<file path="config.mk">
export PLATFORM = sky130hd
export DESIGN_NAME = display_scanner
export DESIGN_NICKNAME = d
export VERILOG_FILES = /design/src/rtl/display_scanner.sv
export SDC_FILE = /design/constraint.sdc
export NUM_CORES = 1
export LEC_CHECK = 0
export CAP_MARGIN = 15
export CORE_UTILIZATION = 60
export CTS_BUF_LIST = sky130_fd_sc_hd__clkbuf_4 sky130_fd_sc_hd__clkbuf_8 sky130_fd_sc_hd__clkbuf_16
export DETAILED_ROUTE_END_ITERATION = 8
export DONT_BUFFER_PORTS = 1
export GPL_TIMING_DRIVEN = 0
export PLACE_DENSITY_LB_ADDON = 0.2
export SYNTH_ARGS = -nofsm -noshare
export SYNTH_HDL_FRONTEND = slang
export SYNTH_SLANG_ARGS = --single-unit
</file>
<file path="constraint.sdc">
create_clock -name Clk -period 8.29 [get_ports Clk]
set_clock_uncertainty 0.2 [all_clocks]
set_input_delay 0.829 -clock Clk [delete_from_list [all_inputs] [get_ports Clk]]
set_output_delay 0.829 -clock Clk [all_outputs]
set_load 0.02 [all_outputs]
</file>
<file path="src/rtl/display_scanner.sv">
// ---------------------------------------------------------------------------
// display_scanner
// Time-multiplexed scan driver for a 4-digit common-anode 7-segment display.
// A 16-bit value is captured into a shadow register on Load and promoted to
// the displayed (active) register only at a frame wrap. A frame therefore
// never mixes old and new digits.
//
// Optional feature: define LEADING_ZERO_BLANK_EN to darken leading zero
// digits (digit 0 is always lit).
//
// Ports
//   Clk        in   system clock, rising edge
//   Reset_n    in   asynchronous active-low reset
//   Enable     in   1 = scan runs, 0 = scan frozen with all anodes off
//   Load       in   single-cycle strobe capturing ValueIn into the shadow
//   ValueIn    in   [3:0] -> digit 0 (rightmost) ... [15:12] -> digit 3
//   BlankMask  in   bit i forces digit i dark
//   BinOut     out  nibble of the current digit (to hex decoder BinIn)
//   AnodeOut   out  active-low digit enables, at most one bit low
//   DigitIdx   out  current digit slot index
//   FrameTick  out  1-cycle pulse on the 3->0 digit wrap
// ---------------------------------------------------------------------------
module display_scanner #(
   parameter int unsigned REFRESH_DIV  = 50000,
   parameter int unsigned BLANK_CYCLES = 64
) (
   input  logic        Clk,
   input  logic        Reset_n,
   input  logic        Enable,
   input  logic        Load,
   input  logic [15:0] ValueIn,
   input  logic [3:0]  BlankMask,
   output logic [3:0]  BinOut,
   output logic [3:0]  AnodeOut,
   output logic [1:0]  DigitIdx,
   output logic        FrameTick
);

   localparam int unsigned CntW     = (REFRESH_DIV > 1) ? $clog2(REFRESH_DIV) : 1;
   localparam logic [CntW-1:0] CntMax   = CntW'(REFRESH_DIV - 1);
   localparam logic [CntW-1:0] BlankEnd = CntW'(BLANK_CYCLES);

   logic [CntW-1:0] refCnt;
   logic [15:0]     shadow;
   logic [15:0]     active;
   logic            pending;
   logic            slotEnd;
   logic            frameWrap;
   logic            lzb;
   logic            anodeOn;

   assign slotEnd   = Enable && (refCnt == CntMax);
   assign frameWrap = slotEnd && (DigitIdx == 2'd3);

   // Scan counters, frame tick and tear-free shadow -> active promotion
   always_ff @(posedge Clk or negedge Reset_n) begin
      if (!Reset_n) begin
         refCnt    <= '0;
         DigitIdx  <= 2'd0;
         shadow    <= 16'h0000;
         active    <= 16'h0000;
         pending   <= 1'b0;
         FrameTick <= 1'b0;
      end else begin
         if (!Enable || slotEnd) begin
            refCnt <= '0;
         end else begin
            refCnt <= refCnt + CntW'(1);
         end

         if (slotEnd) begin
            DigitIdx <= DigitIdx + 2'd1;
         end

         FrameTick <= frameWrap;

         // The old shadow is promoted even when a new Load lands on the wrap
         if (frameWrap && pending) begin
            active <= shadow;
         end

         if (Load) begin
            shadow  <= ValueIn;
            pending <= 1'b1;
         end else if (frameWrap) begin
            pending <= 1'b0;
         end
      end
   end

   // Nibble for the current digit, valid even while blanked
   always_comb begin
      BinOut = 4'h0;
      case (DigitIdx)
         2'd0:    BinOut = active[3:0];
         2'd1:    BinOut = active[7:4];
         2'd2:    BinOut = active[11:8];
         default: BinOut = active[15:12];
      endcase
   end

`ifdef LEADING_ZERO_BLANK_EN
   // Digit i is a leading zero when nibbles i..3 are all zero
   always_comb begin
      lzb = 1'b0;
      case (DigitIdx)
         2'd0:    lzb = 1'b0;
         2'd1:    lzb = (active[15:4] == 12'h000);
         2'd2:    lzb = (active[15:8] == 8'h00);
         default: lzb = (active[15:12] == 4'h0);
      endcase
   end
`else
   assign lzb = 1'b0;
`endif

   // Anode is lit only after the anti-ghosting window of each slot
   always_comb begin
      anodeOn  = Enable && (refCnt >= BlankEnd) && !BlankMask[DigitIdx] && !lzb;
      AnodeOut = 4'b1111;
      if (anodeOn) begin
         AnodeOut = ~(4'b0001 << DigitIdx);
      end
   end

endmodule
</file>
== After elaboration in Yosys (flattened, before gate mapping) ==
Cells that the tools add are included.

* Output and inout port bits: 11
* Input port bits: 24
* Bits in registers: 52
* Word-level logic and storage cells: 33

* Shift-type cells: 1
* Equality and inequality tests: 4
* Order comparisons: 2
* Bitwise operators: 1
* Reduce and logical (&&, ||, !) cells: 10
* Mux-type cells: 7
* Add/sub/neg operators: 2

{| class="wikitable"
|+ Operators by type and width
! kind !! count
|-
| adder 16 x 1 -> 16 bit (second input constant) || 1
|-
| equality test 16 bit (second input constant) || 1
|-
| greater-or-equal comparator 16 x 7 -> 1 bit (second input constant) || 1
|-
| 2-to-1 mux 16 bit || 1
|-
| one-hot mux 4 bit (3 select lines) || 1
|-
| logical AND 1 bit || 5
|-
| equality test 2 bit (second input constant) || 2
|-
| 2-to-1 mux 4 bit || 1
|-
| NOT 4 bit || 1
|-
| << shifter 1 x 2 -> 4 bit (first input constant) || 1
|-
| < comparator 2 x 3 -> 1 bit (second input constant) || 1
|-
| 2-to-1 mux 1 bit || 3
|-
| adder 2 x 1 -> 2 bit (second input constant) || 1
|-
| binary-select mux 1 bit (select 2 bit) || 1
|-
| equality test 2 x 1 -> 1 bit (second input constant) || 1
|-
| zero test 1 bit || 2
|-
| zero test 2 bit || 1
|-
| nonzero test 2 bit || 1
|-
| logical OR 1 bit || 1
|}

== Longest topological paths before layout ==
Gate-level depths: netlist of run 1.

* Depth in word-level cells: 5
* Depth in mapped cells: 7
* Mapped depth without buffers: 5

== Least setup slack after synthesis of run 1 ==
No wires, ideal clock.

* Kind: input -> output
* Start point: in BlankMask[3]
* End point: out AnodeOut[0]
* Arrival time: 1.793 ns
* Data required time: 7.261 ns
* Setup slack: 5.468 ns
* Stages on the path: 3
* Cells stage by stage: mux4_2 nor3_1 nand2_1

* Word-level cells in the longest chain between the ends: 5

{| class="wikitable"
|+ Ends and longest elaborated chain
! item !! line !! RTL
|-
| from (decl) || 32 || <nowiki>input logic [3:0] BlankMask,</nowiki>
|-
| binary-select mux 1 bit (select 2 bit) || 119 || <nowiki>anodeOn = Enable && (refCnt >= BlankEnd) && !BlankMask[DigitIdx] && !lzb;</nowiki>
|-
| 2-to-1 mux 1 bit (implied by the code) || 119 ||
|-
| zero test 1 bit || 119 ||
|-
| logical AND 1 bit || 119 ||
|-
| 2-to-1 mux 4 bit || 121 || <nowiki>if (anodeOn) begin</nowiki>
|-
| to (decl) || 34 || <nowiki>output logic [3:0] AnodeOut,</nowiki>
|}

Every way passes these cells. The select of a mux whose other input is x is not followed.

== Worst setup path after layout of run 1 ==
* Start point: reg DigitIdx[0]
* End point: out AnodeOut[3]

* Word-level cells in the longest chain between the ends: 5

{| class="wikitable"
|+ Ends and longest elaborated chain
! item !! line !! RTL
|-
| from (decl) || 35 || <nowiki>output logic [1:0] DigitIdx,</nowiki>
|-
| from (signal assigned) || 72 || <nowiki>DigitIdx <= DigitIdx + 2'd1;</nowiki>
|-
| binary-select mux 1 bit (select 2 bit) || 119 ||
|-
| 2-to-1 mux 1 bit (implied by the code) || 119 ||
|-
| zero test 1 bit || 119 ||
|-
| logical AND 1 bit || 119 ||
|-
| 2-to-1 mux 4 bit * || 121 ||
|}

Every way passes the cells marked *; elsewhere a longest branch is shown, timed or not. The select of a mux whose other input is x is not followed.

==> results.md, run 1 <==
* Post-Syn Instances at 194
* Core area at between 0.003 and 0.004 sq mm
* Largest area contributor in the netlist: dfrtp_1
* Power density over the cells at 170.6 mW/mm^2
* Synth warn at 0
* P_sw at 0.00009599 W
* Post-CTS Resized at 0
* CTS Buf Count at 5
* Worst path cell trace: mux4_2 > nor3_1 > nand2_1
* Vias in the first global route at approximately 1,600
* Slowest stage delay, CP at about 0.59 ns
* Final Routed Wirelength at 4579 um
* Initial antenna violation count at 0
* Worst Path Arrival at between 2 and 2.5 ns
* Share of cells above drive strength 1 at between 20% and 30%
* Sequential Power Share at 60.6%
* Static leakage at ~1.2 nW
* Gr usage total at 23.17%
* Status: finished clean
* Maximum clock path buffer count at 2
* Routed Antenna Nets at 0
* Worst skew pair latency at 0.30 ns
* Fmax at 325.1 MHz
* CP Max Fanout at 6
* Startpoint class of the critical path: register
* Slowest library cell on the worst path: dfrtp_1
* Via count at around 1,500
* Register-to-register setup slack at 5.38 ns
* Critical Path Start: DigitIdx[0]
* Register area share after synthesis at between 50% and 60%
* Critical path type: register to primary output
* Die footprint at 0.004291 sq mm
* Cell variety after synth at 29
* First-pass GRT wire length at ~7300 um
* Clock power frac at between 30% and 40%
* Crit path to: AnodeOut[3]
* Net count of the mapped netlist at 225
* H-tree levels at 2
* Crit path buf inv count at 0
* Slew margin rel. at between 60% and 70%
* Initial DRC count at 72
* Die width at around 66 um
* GRT overflow at 0
* Yosys top cell area share at 53.77%
* Sw frac at 21.59%
* Final RePlAce weighted congestion at 0.8804
* Num rows at 22
* Final setup violation count at 0
* Average size of a mapped cell at roughly 12 sq um
* Maximum vdd drop at 161.6 uV
* Fillers at 270
* PortBufs at 0
* WP depth at 3
* Data required, critical path at 7.26 ns
* CP Capture Type: primary output
* Die span in y at 65.51 um
* Area of the multi-input gates at 0.001016 sq mm
* CTS clock-pin slew for the worst setup and hold paths at 0.09 ns
* Setup TNS at 0 ns
* Register area at roughly 0.0013 sq mm
* Logic pwr share at 5.1%
* Hold Path Class: input pin to asynchronous set/reset pin
* #FFs+latches synth at 52
* Fin crit share at 37.10%
* Cell internal pwr at 0.0003485 W
* # nets final at 234
* ANT cells at 0
* Post-DP HPWL at 3199 um
* IO Count at 35
* Synth top area cells: dfrtp_1, mux2_2, mux2_4
* MaxCap Viol Count at 0
* Worst-Margin Slew at 0.5754 ns
* Hold Vio Cnt, Final at 0
* Initial Utilization at between 60% and 70%
* R2r endpoint: refCnt[12]
* DRC violations left at 0
* Drt pass-1 iters at 4
* Average wire per standard cell at 18.24 um
* CTS Root Cell: clkbuf_8
* CTS tree: built
* Synthesis-to-layout area growth at 7.704%
* RR Startpoint: refCnt[12]
* Number of max-slew violations in the final report at 0
* Fin crit period at 3.076 ns
* Largest net degree at the start of global routing at 53
* Critical path's top delay family: simple AND/OR/NAND/NOR gates
* Cell area after synthesis at 0.002420 sq mm
* Power, Total at 0.0004445 W
* RSZ-0062 raised after global routing: no
* Vias per cell at 5.817
* Clk sinks at 52
* Path depth of the worst reg2reg path at 5
-- cell type report --
class | count | share of cell area, %
sequential | 52 | 49.93
multi-input combinational | 121 | 38.98
clock buffer | 7 | 3.697
tap | 48 | 2.304
inverter | 15 | 2.160
buffer | 6 | 1.776
timing repair buffer | 2 | 1.152
-- worst min-delay path by stage --
stage                     startpoint    endpoint  slack (ns)  depth (start not counted)
after detailed placement   shadow[9]   active[9]        0.29                          1
after global routing         Reset_n   shadow[5]       0.002                          0
after global placement     refCnt[0]   refCnt[0]        0.27                          1
after CTS                    Reset_n   refCnt[5]       0.005                          0
final                        Reset_n  active[15]        0.02                          0
after floorplan            refCnt[0]   refCnt[0]        0.25                          1
-- sequential cells by signal, indices dropped and copies added (netlist names) --
| register | count |
|---|---|
| FrameTick | 1 |
| DigitIdx | 2 |
| pending | 1 |
| active | 16 |
| refCnt | 16 |
| shadow | 16 |
-- placed cells by master, fill, tap and decap left out --
master | netlist | layout
buf_12 | 1 | 2
buf_6 | 1 | 1
nand3_1 | 6 | 6
a222oi_1 | 4 | 4
o21ai_0 | 1 | 1
clkbuf_1 | 3 | 3
and3_1 | 1 | 1
xor2_1 | 2 | 2
or4_1 | 1 | 1
nor2_1 | 21 | 21
mux2_4 | 10 | 10
mux2i_1 | 4 | 4
inv_1 | 15 | 15
ha_1 | 7 | 7
o221ai_1 | 1 | 1
dfrtp_1 | 52 | 52
mux2_2 | 23 | 23
or4_4 | 2 | 2
a31oi_1 | 1 | 1
dlygate4sd3_1 | 0 | 1
and2_1 | 1 | 1
nor3_1 | 5 | 5
or3_1 | 1 | 1
nand2_1 | 7 | 7
clkbuf_8 | 0 | 7
buf_1 | 1 | 1
nand4_1 | 3 | 3
or3b_2 | 1 | 1
xnor2_1 | 12 | 12
nor4_1 | 6 | 6
mux4_2 | 1 | 1
-- synth_stat cells (all sizes together) --
cell type	instances
nand3	6
o21ai	1
ha	7
buf	3
mux2	33
mux4	1
or3b	1
nand4	3
nor3	5
or4	3
nand2	7
and3	1
mux2i	4
clkbuf	3
nor2	21
a31oi	1
nor4	6
inv	15
and2	1
dfrtp	52
xnor2	12
o221ai	1
or3	1
xor2	2
a222oi	4
-- power by group through the flow --
stage	Combinational, W	Sequential [W]	Clock, W
final	0.0000226	0.000269	0.000153
after global routing	0.0000251	0.000270	0.000165
after CTS	0.0000179	0.000269	0.000155
after detailed placement	0.0000179	0.000274	0
after global placement	0.0000171	0.000273	0
after floorplan	0.0000151	0.000272	0
-- timing repair --
action | CTS | global route
hold buffers | 0 | 2
setup buffers | 0 | 0
endpoints found under the hold margin | 0 | 26
-- cells by family (layout without fill, tap and decap cells) --
kind of cell | count (synthesis) | in the layout | synth area share, %
adder cells (fa/ha/maj) | 7 | 7 | 3.619
XOR/XNOR | 14 | 14 | 5.067
AO/OA/AOI/OAI | 7 | 7 | 2.482
AND/OR/NAND/NOR | 55 | 55 | 11.32
buffers and inverters | 21 | 30 | 4.240
multiplexers | 38 | 38 | 19.49
flip-flops | 52 | 52 | 53.77
-- metal layers --
metal  GRT usage [%]  wire [um]  vias up
met3           7.118        228        4
met5               0          0        -
met4           5.163         26        0
met2           41.88       2457       27
li1                -          -      689
met1           26.70       1867      740
-- per-stage QoR --
step                setup WS, ns  utilization [%]  cell area [sq um]  std cells  hold slack, ns
finish                     5.214            69.11               2606        251         0.01994
global route               5.092            69.11               2606        251        0.002355
CTS                        5.208            68.31               2576        249        0.005422
detailed placement         5.378            65.76               2480        242          0.2914
global placement           5.388            65.76               2480        242          0.2742
floorplan                  5.468                -               2420        194          0.2536
-- worst register-to-register path, stage by stage (launching register included) --
cell and delay [ns]:
dfrtp_1 0.43, or4_4 0.55, or4_4 0.55, o21ai_0 0.48, clkbuf_1 0.44, nor2_1 0.12
No activity file was read; power rests on OpenSTA's default activity.
==> run 2, diff against run 1 <==
==> constraint.sdc (replaced) <==
create_clock -name Clk -period 3.1 [get_ports Clk]
set_clock_uncertainty 0.2 [all_clocks]
set_input_delay 0.31 -clock Clk [delete_from_list [all_inputs] [get_ports Clk]]
set_output_delay 0.31 -clock Clk [all_outputs]
set_load 0.02 [all_outputs]
==> results.md, run 2 (synthesis results as in run 1) <==
* Status: finished clean (unchanged)
* # nets final at 251 (was 234)
* Critical path's most frequent cell: or4_4
* Worst Path Arrival at 2.87 ns (was 2.05 ns)
* Clk sinks at 52 (unchanged)
* Sw frac at 21.93% (was 21.59%)
* Maximum clock path buffer count at 2 (unchanged)
* Initial DRC count at 80 (was 72)
* Cell internal pwr at 0.0009471 W (was 0.0003485 W)
* Core area at 0.003771 sq mm (unchanged)
* Routed Antenna Nets at 0 (unchanged)
* Worst path cell trace: or4_4 > or4_4 > o21ai_0 > clkbuf_1 > nor2_1 (was mux4_2 > nor3_1 > nand2_1)
* Die width at 65.51 um (unchanged)
* Hold Path Class: input pin to register (was input pin to asynchronous set/reset pin)
* CTS Buf Count at 5 (unchanged)
* Slowest library cell on the worst path: or4_4 (was dfrtp_1)
* Slew margin rel. at 61.20% (was 60.54%)
* Die footprint at 0.004291 sq mm (unchanged)
* Average wire per standard cell at 17.33 um (was 18.24 um)
* Data required, critical path at 3.07 ns (was 7.26 ns)
* Final setup violation count at 0 (unchanged)
* Critical path type: register to register (was register to primary output)
* Most frequent cells in the layout: dfrtp_1, mux2_2, nor2_1 (unchanged)
* Critical path's top delay family: simple AND/OR/NAND/NOR gates (unchanged)
* Sequential Power Share at 59.3% (was 60.6%)
* Gr usage total at 24.39% (was 23.17%)
* PortBufs at 0 (unchanged)
* Fmax at roughly 350 MHz
* CP Max Fanout at 10 (was 6)
* CP Capture Type: register (was primary output)
* Number of max-slew violations in the final report at 0 (unchanged)
* Startpoint class of the critical path: register (unchanged)
* ANT cells at 0 (unchanged)
* Crit path buf inv count at 1 (was 0)
* CTS clock-pin slew for the worst setup and hold paths at 0.09 ns (about the same)
* Static leakage at 1.226 nW (was 1.152 nW)
* CTS tree: built (unchanged)
* Final RePlAce weighted congestion at 0.8804 (unchanged)
* Fin crit share at 93.46%
* CTS Root Cell: clkbuf_8 (unchanged)
* Largest net degree at the start of global routing at 53 (unchanged)
* Drt pass-1 iters at 5 (was 4)
* DRC violations left at 0 (unchanged)
* Num rows at 22 (unchanged)
* Final Routed Wirelength at 4645 um (was 4579 um)
* RSZ-0062 raised after global routing: no (unchanged)
* Vias per cell at 5.743 (was 5.817)
* First-pass GRT wire length at 7734 um (was 7341 um)
* Die span in y at 65.51 um (unchanged)
* IO Count at 35 (unchanged)
* Setup TNS at 0 ns (unchanged)
* Slowest stage delay, CP at 0.56 ns (was 0.59 ns)
* Share of cells above drive strength 1 at 21.36% (was 23.15%)
* Initial Utilization at 64.17% (unchanged)
* Fin crit period at 2.897 ns
* H-tree levels at 2 (unchanged)
* Vias in the first global route at 1,619 (was 1,551)
* Power density over the cells at 435.8 mW/mm^2 (was 170.6 mW/mm^2)
* Most common cell after layout, fill and taps aside: dfrtp_1 (unchanged)
* Synthesis-to-layout area growth at 15.05% (was 7.704%)
* Core Util, Final at 73.82% (was 69.11%)
* Post-DP HPWL at 3199 um (unchanged)
* P_sw at 0.0002660 W (was 0.00009599 W)
* Initial antenna violation count at 0 (unchanged)
* GRT overflow at 0 (unchanged)
* Worst-Margin Slew at 0.5659 ns (was 0.5754 ns)
* MaxCap Viol Count at 0 (unchanged)
* Worst skew pair latency at 0.30 ns (about the same)
* Logic pwr share at 6.8% (was 5.1%)
* Post-CTS Resized at 0 (unchanged)
* Clock power frac at 33.9% (was 34.4%)
* Biggest regs: active (16), refCnt (16), shadow (16) (unchanged)
* Hold Vio Cnt, Final at 0 (unchanged)
* Via count at 1,539 (was 1,460)
* Maximum vdd drop at 437.2 uV (was 161.6 uV)
-- run 2: cell count changes in the layout (fill, tap and decap cells not counted) --
cell           previous run  this run
buf_16                    0         1
buf_12                    2         1
dlygate4sd3_1             1        18
-- run 2: final cells by class --
type                       count  area, sq um
fill                         247        987.2
clock buffer                   7        96.34
timing repair buffer          19        207.7
buffer                         6        46.29
multi-input combinational    121         1016
inverter                      15        56.30
sequential                    52         1301
tap                           48        60.06
-- run 2: per-stage QoR --
step / power [W] / hold WS [ns] / cells / setup WS (ns) / instance area [sq um]
floorplan: 0.0007678 / -0.1856 / 194 / 0.3673 / 2420
global placement: 0.0007768 / -0.1846 / 242 / 0.2784 / 2480
detailed placement: 0.0007814 / -0.1844 / 242 / 0.2413 / 2480
CTS: 0.001219 / 0.1056 / 268 / 0.2194 / 2784
global route: 0.001258 / 0.1290 / 268 / 0.09017 / 2784
finish: 0.001213 / 0.1128 / 268 / 0.2029 / 2784
-- run 2: routing by layer --
metal	vias to the layer above	GRT usage, %	wire length [um]
met3	6	6.771	231
met1	774	28.60	1884
met5	-	0	0
met2	38	43.69	2468
li1	721	-	-
met4	0	6.250	61
-- run 2: timing repair --
action / in CTS / in global routing
hold buffers: 19 / 0
hold endpoints to repair: 70 / 0
setup buffers: 0 / 0
-- run 2: final timing paths --
check                        endpoint  cells past startpoint       start  slack (ns)
min                         refCnt[5]                      2      Enable        0.11
min reg2reg                 refCnt[0]                      1   refCnt[0]        0.30
max in group asynchronous   active[3]                      2     Reset_n        2.16
max reg2reg                 refCnt[9]                      5  refCnt[12]        0.20
min in group asynchronous  refCnt[10]                      2     Reset_n        0.31
max                         refCnt[9]                      5  refCnt[12]        0.20
-- run 2: power groups by stage --
stage / combinational (W) / clock, W / sequential (W)
6_report: 0.0000828 / 0.000411 / 0.000720
5_1_grt: 0.0000915 / 0.000444 / 0.000723
4_1_cts: 0.0000834 / 0.000416 / 0.000720
3_5_place_dp: 0.0000479 / 0 / 0.000733
3_3_place_gp: 0.0000457 / 0 / 0.000731
2_1_floorplan: 0.0000403 / 0 / 0.000727
